`config.mk`:
```
export PLATFORM = sky130hd
export DESIGN_NAME = downscaler_2x2_ctrl
export DESIGN_NICKNAME = d
export VERILOG_FILES = /design/src/rtl/ds2x2_pkg.sv /design/src/rtl/downscaler_2x2_ctrl_pos_cnt.sv /design/src/rtl/downscaler_2x2_ctrl.sv
export SDC_FILE = /design/constraint.sdc
export NUM_CORES = 1
export LEC_CHECK = 0
export BUFFER_PORTS_ARGS = -buffer_cell sky130_fd_sc_hd__clkbuf_2
export CORE_MARGIN = 2
export CORE_UTILIZATION = 52
export DETAILED_ROUTE_END_ITERATION = 16
export GPL_ROUTABILITY_DRIVEN = 0
export PLACE_DENSITY = 0.74
export SLEW_MARGIN = 20
export SYNTH_ARGS = -nofsm -noshare
export SYNTH_HDL_FRONTEND = slang
export SYNTH_HIERARCHICAL = 1
export SYNTH_SLANG_ARGS = --single-unit
```
`constraint.sdc`:
```
create_clock -name clk -period 3.1 [get_ports clk]
set_input_delay 0.155 -clock clk [delete_from_list [all_inputs] [get_ports clk]]
set_output_delay 0.155 -clock clk [all_outputs]
set_load 0.005 [all_outputs]
```
`src/rtl/ds2x2_pkg.sv`:
```
// rtl/ds2x2_pkg.sv - shared types and constants for the 2x2 downscaler control sequencer
package ds2x2_pkg;

  localparam int STATS_W = 16;

  typedef enum logic [1:0] {
    HUNT,
    EVEN_LINE,
    ODD_LINE
  } state_t;

  typedef struct packed {
    logic hsum_load;
    logic hsum_add;
    logic lb_wr;
    logic lb_rd;
    logic out_push;
    logic out_tuser;
    logic out_tlast;
  } strobe_t;

endpackage

```
`src/rtl/downscaler_2x2_ctrl_pos_cnt.sv`:
```
// rtl/downscaler_2x2_ctrl_pos_cnt.sv - in-line position: pixel phase, pair count, even-line width capture
module ds2x2_pos_cnt #(
  parameter int ADDR_W = 10
) (
  input  logic              clk,
  input  logic              rst,
  input  logic              beat,
  input  logic              restart,
  input  logic              clear,
  input  logic              capture,
  output logic              phase,
  output logic [ADDR_W-1:0] pair,
  output logic              at_start,
  output logic              pair_last,
  output logic [ADDR_W:0]   even_pairs
);

  logic              pix_phase;
  logic [ADDR_W-1:0] pair_cnt;

  // A restarted beat is column 0 regardless of where the abandoned line was.
  assign phase     = restart ? 1'b0 : pix_phase;
  assign pair      = restart ? '0 : pair_cnt;
  assign at_start  = ~pix_phase & (pair_cnt == '0);
  assign pair_last = &pair;

  always_ff @(posedge clk) begin
    if (rst) begin
      pix_phase  <= 1'b0;
      pair_cnt   <= '0;
      even_pairs <= '0;
    end else begin
      if (clear) begin
        pix_phase <= 1'b0;
        pair_cnt  <= '0;
      end else if (beat) begin
        pix_phase <= ~phase;
        pair_cnt  <= phase ? pair + ADDR_W'(1) : pair;
      end
      if (capture) begin
        even_pairs <= (ADDR_W+1)'(pair) + (ADDR_W+1)'(1);
      end
    end
  end

endmodule

```
`src/rtl/downscaler_2x2_ctrl.sv`:
```
// rtl/downscaler_2x2_ctrl.sv - 2x2 downscaler control sequencer (optional DS2X2_CTRL_STATS_EN counters)
module downscaler_2x2_ctrl
  import ds2x2_pkg::*;
#(
  parameter int ADDR_W = 10
) (
  input  logic              clk,
  input  logic              rst,
  input  logic              up_valid,
  input  logic              up_tuser,
  input  logic              up_tlast,
  output logic              up_ready,
  input  logic              out_fifo_afull,
  output logic              hsum_load,
  output logic              hsum_add,
  output logic              lb_wr,
  output logic              lb_rd,
  output logic [ADDR_W-1:0] lb_addr,
  output logic              out_push,
  output logic              out_tuser,
  output logic              out_tlast,
  output logic              frame_locked,
  output logic              err_geom,
  output logic              err_sof
`ifdef DS2X2_CTRL_STATS_EN
  ,
  output logic [STATS_W-1:0] frame_cnt,
  output logic [STATS_W-1:0] err_cnt
`endif
);

  state_t            state, nxt, line;
  strobe_t           strb_d, strb_q;
  logic [ADDR_W-1:0] addr_d, pair;
  logic [ADDR_W:0]   even_pairs, pair_next;
  logic              accept, beat, phase, at_start, pair_last;
  logic              geom_d, sof_d, sof_pending, sof_nxt, clear, capture;

  assign up_ready     = (state != ODD_LINE) | ~out_fifo_afull;
  assign accept       = up_valid & up_ready;
  assign beat         = accept & (up_tuser | (state != HUNT));
  assign frame_locked = (state != HUNT);
  assign pair_next    = (ADDR_W+1)'(pair) + (ADDR_W+1)'(1);

  ds2x2_pos_cnt #(.ADDR_W(ADDR_W)) u_pos (
    .clk        (clk),
    .rst        (rst),
    .beat       (beat),
    .restart    (accept & up_tuser),
    .clear      (clear),
    .capture    (capture),
    .phase      (phase),
    .pair       (pair),
    .at_start   (at_start),
    .pair_last  (pair_last),
    .even_pairs (even_pairs)
  );

  always_ff @(posedge clk) begin
    if (rst) begin
      state       <= HUNT;
      strb_q      <= '0;
      lb_addr     <= '0;
      err_geom    <= 1'b0;
      err_sof     <= 1'b0;
      sof_pending <= 1'b0;
    end else begin
      state       <= nxt;
      strb_q      <= strb_d;
      lb_addr     <= addr_d;
      err_geom    <= geom_d;
      err_sof     <= sof_d;
      sof_pending <= sof_nxt;
    end
  end

  always_comb begin
    nxt     = state;
    line    = state;
    strb_d  = '0;
    addr_d  = '0;
    geom_d  = 1'b0;
    sof_d   = 1'b0;
    sof_nxt = sof_pending;
    clear   = 1'b0;
    capture = 1'b0;
    // SOF is resolved first so a combined tuser+tlast beat sees a fresh column 0.
    if (accept && up_tuser) begin
      sof_d   = (state == ODD_LINE) || ((state == EVEN_LINE) && !at_start);
      sof_nxt = 1'b1;
      line    = EVEN_LINE;
      nxt     = EVEN_LINE;
    end
    if (beat) begin
      if (!phase) begin
        strb_d.hsum_load = 1'b1;
        if (up_tlast) begin
          geom_d = 1'b1;
          nxt    = HUNT;
          clear  = 1'b1;
        end
      end else begin
        strb_d.hsum_add = 1'b1;
        addr_d          = pair;
        if (line == EVEN_LINE) begin
          strb_d.lb_wr = 1'b1;
        end else begin
          strb_d.lb_rd     = 1'b1;
          strb_d.out_push  = 1'b1;
          strb_d.out_tuser = sof_pending;
          strb_d.out_tlast = up_tlast;
          sof_nxt          = 1'b0;
        end
        if (up_tlast) begin
          clear = 1'b1;
          if (line == EVEN_LINE) begin
            capture = 1'b1;
            nxt     = ODD_LINE;
          end else begin
            geom_d = (pair_next != even_pairs);
            nxt    = EVEN_LINE;
          end
        end else if (pair_last) begin
          geom_d = 1'b1;
          nxt    = HUNT;
          clear  = 1'b1;
        end
      end
    end
  end

  assign hsum_load = strb_q.hsum_load;
  assign hsum_add  = strb_q.hsum_add;
  assign lb_wr     = strb_q.lb_wr;
  assign lb_rd     = strb_q.lb_rd;
  assign out_push  = strb_q.out_push;
  assign out_tuser = strb_q.out_tuser;
  assign out_tlast = strb_q.out_tlast;

`ifdef DS2X2_CTRL_STATS_EN
  always_ff @(posedge clk) begin
    if (rst) begin
      frame_cnt <= '0;
      err_cnt   <= '0;
    end else begin
      if (strb_d.out_push && strb_d.out_tuser && (frame_cnt != '1)) begin
        frame_cnt <= frame_cnt + STATS_W'(1);
      end
      if ((geom_d || sof_d) && (err_cnt != '1)) begin
        err_cnt <= err_cnt + STATS_W'(1);
      end
    end
  end
`endif

endmodule
```
After elaboration in Yosys (flattened, before gate mapping)

Cells that the tools add are included.

Word-level logic and storage cells: 74
Output and inout bits: 21
Register bits: 44
Input port bits: 6

Bitwise operators: 11
Mux-type cells: 29
Reductions and logical operators: 12
Add/subtract/negate cells: 2
Eq/ne operators: 5

Operators by type and width:

| cell                  | count |
|---|---|
| $mux 10               | 2 |
| $mux 1                | 18 |
| $mux 2                | 7 |
| $add 10x1->11 const B | 1 |
| $ne 11x11->1          | 1 |
| $add 10x1->10 const B | 1 |
| $logic_not 10->1      | 1 |
| $reduce_and 10->1     | 1 |
| $mux 6                | 1 |
| $reduce_or 2->1       | 3 |
| $not 1->1             | 5 |
| $and 1x1->1           | 4 |
| $eq 2x1->1 const B    | 2 |
| $mux 4                | 1 |
| $reduce_or 4->1       | 1 |
| $reduce_or 3->1       | 1 |
| $eq 2x2->1 const B    | 1 |
| $logic_and 1x1->1     | 2 |
| $ne 2x2->1 const B    | 1 |
| $or 1x1->1            | 2 |
| $reduce_bool 2->1     | 1 |
| $logic_not 1->1       | 1 |
| $logic_or 1x1->1      | 1 |

Logic depth before layout (Yosys ltp)

Depth in word-level cells: 11
Gate-level depth with buffers: 19
Depth with buffers taken out: 15

Hierarchy

The synthesis kept the hierarchy.

By module, submodules not included:

| module              | seq. area each (um^2) | cells an instance | area an instance (um^2) | instances |
|---|---|---|---|---|
| ds2x2_pos_cnt       | 440.4                 | 144               | 1,182.4                 | 1 |
| downscaler_2x2_ctrl | 420.4                 | 125               | 1,081.0                 | 1 |

Least setup slack after synthesis

OpenSTA, ideal clock, no wires.

Path type: register to register
Start point: reg state[0]
End point: reg u_pos.pair_cnt[8]
Path buffers: 4
Slack: -0.361 ns
Arrival: 3.331 ns
Cell stages (with the launch flop): 20
Setup time: 0.130 ns
Period minus slack after synthesis: 3.461 ns
Required time: 2.970 ns
Path through: dfxtp_1 > nand3b_1 > nand3_1 > inv_1 > clkbuf_1 > clkbuf_1 > nor2b_1 > ha_1 > and3_1 > clkbuf_1 > nand3_1 > nor3_1 > a21oi_1 > or2_2 > inv_1 > or2_0 > buf_6 > nor3_1 > nand2_1 > o211ai_1

Word-level cells in the longest chain between the ends: 11
Elaborated cells on any way between the ends: 17
Classes of those cells: add/sub: 1; eq/ne: 1; mux: 7; bitwise: 5; reduce/logical: 3

Ends and longest elaborated chain:

| what                             | RTL line                          | text |
|---|---|---|
| start, declared                  | downscaler_2x2_ctrl.sv:32         | `state_t state, nxt, line;` |
| start signal, assigned           | downscaler_2x2_ctrl.sv:68         | `state <= nxt;` |
| $ne 2x2->1                       | downscaler_2x2_ctrl.sv:39         | `assign up_ready = (state != ODD_LINE) \| ~out_fifo_afull;` |
| $or 1x1->1                       | downscaler_2x2_ctrl.sv:39         |  |
| net up_ready                     | downscaler_2x2_ctrl.sv:12         | `output logic up_ready,` |
| $and 1x1->1                      | downscaler_2x2_ctrl.sv:40         | `assign accept = up_valid & up_ready;` |
| $and 1x1->1                      | downscaler_2x2_ctrl.sv:49         | `.restart (accept & up_tuser),` |
| $mux 10                          | downscaler_2x2_ctrl_pos_cnt.sv:23 | `assign pair = restart ? '0 : pair_cnt;` |
| net pair[1]                      | downscaler_2x2_ctrl.sv:34         | `logic [ADDR_W-1:0] addr_d, pair;` |
| $reduce_and 10->1                | downscaler_2x2_ctrl_pos_cnt.sv:25 | `assign pair_last = &pair;` |
| net pair_last                    | downscaler_2x2_ctrl.sv:36         | `logic accept, beat, phase, at_start, pair_last;` |
| $mux 1                           | downscaler_2x2_ctrl.sv:123        | `end else if (pair_last) begin` |
| $mux 1                           | downscaler_2x2_ctrl.sv:114        | `if (up_tlast) begin` |
| $mux 1                           | downscaler_2x2_ctrl.sv:95         | `if (!phase) begin` |
| $mux 1                           | downscaler_2x2_ctrl.sv:94         | `if (beat) begin` |
| net clear                        | downscaler_2x2_ctrl.sv:37         | `logic geom_d, sof_d, sof_pending, sof_nxt, clear, capture;` |
| $reduce_or 2->1 (no source line) | -                                 |  |
| end signal, assigned             | downscaler_2x2_ctrl_pos_cnt.sv:38 | `pair_cnt <= phase ? pair + ADDR_W'(1) : pair;` |
| end, declared                    | downscaler_2x2_ctrl_pos_cnt.sv:19 | `logic [ADDR_W-1:0] pair_cnt;` |

The timed path passes the listed nets, and every way through them passes these cells.
A chain may end at the register's enable or synchronous reset.

Final worst setup path

Start point: reg state[0]
End point: reg u_pos.pair_cnt[8]

Word-level cells in the longest chain between the ends: 11
Elaborated cells on any way between the ends: 17
Classes of those cells: add/sub: 1; eq/ne: 1; mux: 7; bitwise: 5; reduce/logical: 3

Ends and longest elaborated chain:

| what                             | RTL line |
|---|---|
| $ne 2x2->1                       | downscaler_2x2_ctrl.sv:39 |
| $or 1x1->1                       | downscaler_2x2_ctrl.sv:39 |
| $and 1x1->1                      | downscaler_2x2_ctrl.sv:40 |
| $and 1x1->1                      | downscaler_2x2_ctrl.sv:49 |
| $mux 10                          | downscaler_2x2_ctrl_pos_cnt.sv:23 |
| net pair[0]                      | downscaler_2x2_ctrl.sv:34 |
| $reduce_and 10->1                | downscaler_2x2_ctrl_pos_cnt.sv:25 |
| net pair_last                    | downscaler_2x2_ctrl.sv:36 |
| $mux 1                           | downscaler_2x2_ctrl.sv:123 |
| $mux 1                           | downscaler_2x2_ctrl.sv:114 |
| $mux 1                           | downscaler_2x2_ctrl.sv:95 |
| $mux 1                           | downscaler_2x2_ctrl.sv:94 |
| net clear                        | downscaler_2x2_ctrl.sv:37 |
| $reduce_or 2->1 (no source line) | - |

The timed path passes the listed nets, and every way through them passes these cells.

==> reports/results.ini <==
[grt]
grt_first_pass_wirelength_mm = 8.51
gr-usage-all-layers_pct = 21.3
antenna_found_initial = 0
grt_overflow = 0
grt_start_max_net_pins = 24
grt_pass1_vias = 1805

[clock_tree]
clkTransAtPathRegs_ps = 90
clockBufferDepth = 2
numCtsBuffers = 5
clkLatencyLatePin_ps = 300
cts_root_buffer = clkbuf_8
cts_sinks = 43
cts-htree-levels = 2
cts_tree = built

[drt]
route.vias.total = 2030
drc = 0
drt_iter0_drc = 133
via_per_inst = 5.75
routedWlPerCell_microns = 14.3
ant_nets = 0
wirelength_mm = 5.06
drt_pre_antenna_iters = 4

[power_and_ir_drop]
p_per_area_nw_per_um2 = 388
sequentialPowerShare_pct = 55.5
p_sw_w = 0.000266
swShare_pct = 26.3
internal_power_w = 0.000747
p_leak_nw = 1.01
peakVddDrop_mv = 0.181
clock_power_share_pct = 36.5
comb_power_share_pct = 8.0

[synth]
synth-warning-count = 6
ys_ff_latch = 43
ys_types = 59
synth.avg_cell_area_sq_um = 8.41
synth_edf_count = 0
synth_area_leaders = dfxtp_1 38%, xnor2_1 6.2%, nor2_1 3.8%
syn_nets = 277
async_flop_share_pct = 0
synth_ff_type = dfxtp_1
synth_top_area_cell = dfxtp_1
syn_inst = 269
ys_seq_area_share_pct = 38.0
synth_top_area_share_pct = 38.0
synth.cell_area_sq_um = 2260

[floorplan]
die-area_sq_um = 4900
die_w_microns = 70.0
pin_count = 27
die_h_microns = 70.0
start_util_pct = 55.4
rows = 23
core_region_area_sq_um = 4090

[finish]
final_cells = 353
antenna_cells = 0
fill_cells = 375
finish.net_count = 310
drive_gt1_share_pct = 22.1
syn2layout_area_growth_pct = 15.5

[setup_path]
end_kind = flip-flop
worst-r2r-setup-slack_ps = 260
r2r-end = u_pos/pair_cnt[8]
crit_type = reg2reg
startpoint = state[0]
cp.arrival_ps = 3030
critPathCapture = u_pos/pair_cnt[8]
cp-start-kind = flip-flop
cp.required_ps = 3290
r2r_cells = 16
timing.rr.start = state[0]
crit_fanout = 10

[sta]
max_slew_margin_pct = 63.4
fmax_ghz = 0.352
fin_skew_ps = 7.55
hold_viol_final = 0
period_minus_slack_ps = 2840
hold_ws_ps = 137
slew_violations = 0
fin_crit_sh_pct = 91.7
worst_pin_slew_ps = 545
setup_viol = 0

[placement]
port_buffers = 26
place_inst = 343
dp_hpwl_mm = 3.76

[run_status]
status = complete, no violations

[hold_path]
holdCritPathClass = in2reg

[job]
max_cap_violations = 0

[cells in the mapped netlist (all sizes together), types with 2 or more instances]
master,instances
dfxtp,43
a21oi,12
or3,3
and2,4
inv,10
nand3b,7
a211oi,7
nor2,24
xor2,4
or3b,3
o211ai,3
nand2,19
nand4b,3
o21ai,8
xnor2,16
o31ai,2
a32oi,2
or2,3
nor4,6
nor2b,11
nand4,4
clkbuf,10
a31oi,3
nand2b,9
nor3,11
and3,12
o21a,2
nand3,8
buf,3
ha,2
a311oi,2
[cell usage in the layout, fill, tap and decap left out, types with 4 or more instances in the layout]
cell,synthesis,final
nand2_1,19,19
a211oi_1,7,7
inv_1,9,9
nor2b_1,10,8
dfxtp_1,43,43
nand4_1,4,4
clkbuf_2,0,26
xnor2_1,16,16
xor2_1,4,4
and3_1,11,11
nor3_1,10,8
nor2_1,23,23
buf_4,1,13
clkbuf_8,0,5
and2_1,4,4
nor4_1,6,6
nand3b_1,6,6
nand3_1,7,5
a21oi_1,12,12
nand2b_1,9,9
o21ai_0,4,4
[registers in the layout, summed over array words and instances (netlist names)]
register	cells
u_pos/even_pairs	11
lb_addr	10
u_pos/pair_cnt	10
state	2
err_geom	1
err_sof	1
hsum_add	1
hsum_load	1
lb_rd	1
lb_wr	1
out_tlast	1
out_tuser	1
sof_pending	1
u_pos/pix_phase	1
[logic make-up after synthesis]
family                   synth area share, %
multiplexers                           0.442
AO/OA/AOI/OAI                           15.2
flip-flops                              38.0
XOR/XNOR                                7.74
AND/OR/NAND/NOR                         32.9
buffers and inverters                   4.53
adder cells (fa/ha/maj)                 1.11
[power groups by stage]
stage / logic (W) / registers [W] / clock network, W
floorplan: 0.0000529 / 0.000576 / 0
global placement: 0.0000780 / 0.000575 / 0
detailed placement: 0.0000780 / 0.000575 / 0
CTS: 0.0000783 / 0.000562 / 0.000380
global route: 0.0000897 / 0.000563 / 0.000402
finish: 0.0000808 / 0.000562 / 0.000370
[layer usage]
layer	wire length [microns]	GRT usage [%]
met1	2400	29.3
met2	2340	33.0
met3	255	4.91
met4	62	6.84
met5	0	0
[how the worst min path moves through the flow]
stage / startpoint / endpoint / slack [ps] / depth (start not counted)
6_report: up_tlast / out_tlast / 140 / 2
5_1_grt: up_tlast / out_tlast / 130 / 2
4_1_cts: up_tlast / out_tlast / 120 / 2
3_5_place_dp: up_tlast / out_tlast / 440 / 2
3_3_place_gp: up_tlast / out_tlast / 440 / 2
2_1_floorplan: up_tlast / out_tlast / 280 / 1
[metrics by stage]
stage	util, %	area (sq um)	power [W]	setup TNS [ps]	worst slack, ps
2_1_floorplan	-	2300	0.000629	0	6.78
3_3_place_gp	61.1	2500	0.000653	0	369
3_5_place_dp	61.1	2500	0.000653	0	214
4_1_cts	63.4	2590	0.00102	0	188
5_1_grt	64.0	2620	0.00106	-8.95	-8.95
6_report	64.0	2620	0.00101	0	256
[layout make-up]
| type | instances | area (sq um) | share of cell area, % |
|---|---|---|---|
| Tap cell | 50 | 62.6 | 2.39 |
| Timing Repair Buffer | 39 | 228 | 8.71 |
| Inverter | 10 | 37.5 | 1.44 |
| Multi-Input combinational cell | 203 | 1330 | 51.0 |
| Sequential cell | 43 | 861 | 32.9 |
| Clock inverter | 3 | 25.0 | 0.957 |
| Clock buffer | 5 | 68.8 | 2.63 |
[critical path, stage by stage (launching register included)]
cell and delay (ps):
dfxtp_1 310, nand3b_1 230, nand3_2 140, inv_1 110, nor2b_2 160, ha_2 240
and3_1 210, nand3_2 130, nor3_2 190, a21oi_1 100, or2_2 310, inv_1 70
or2_0 110, buf_4 170, nor3_1 60, nand2_1 70, o211ai_1 80
[timing repair]
item | in CTS | in global routing
setup buffers | 0 | 2
hold endpoints to repair | 0 | 0
gates resized for setup | 0 | 2
endpoints found under the setup margin | 0 | 1
hold buffers | 0 | 0
Note: power is estimated with default switching activity, not from simulation.
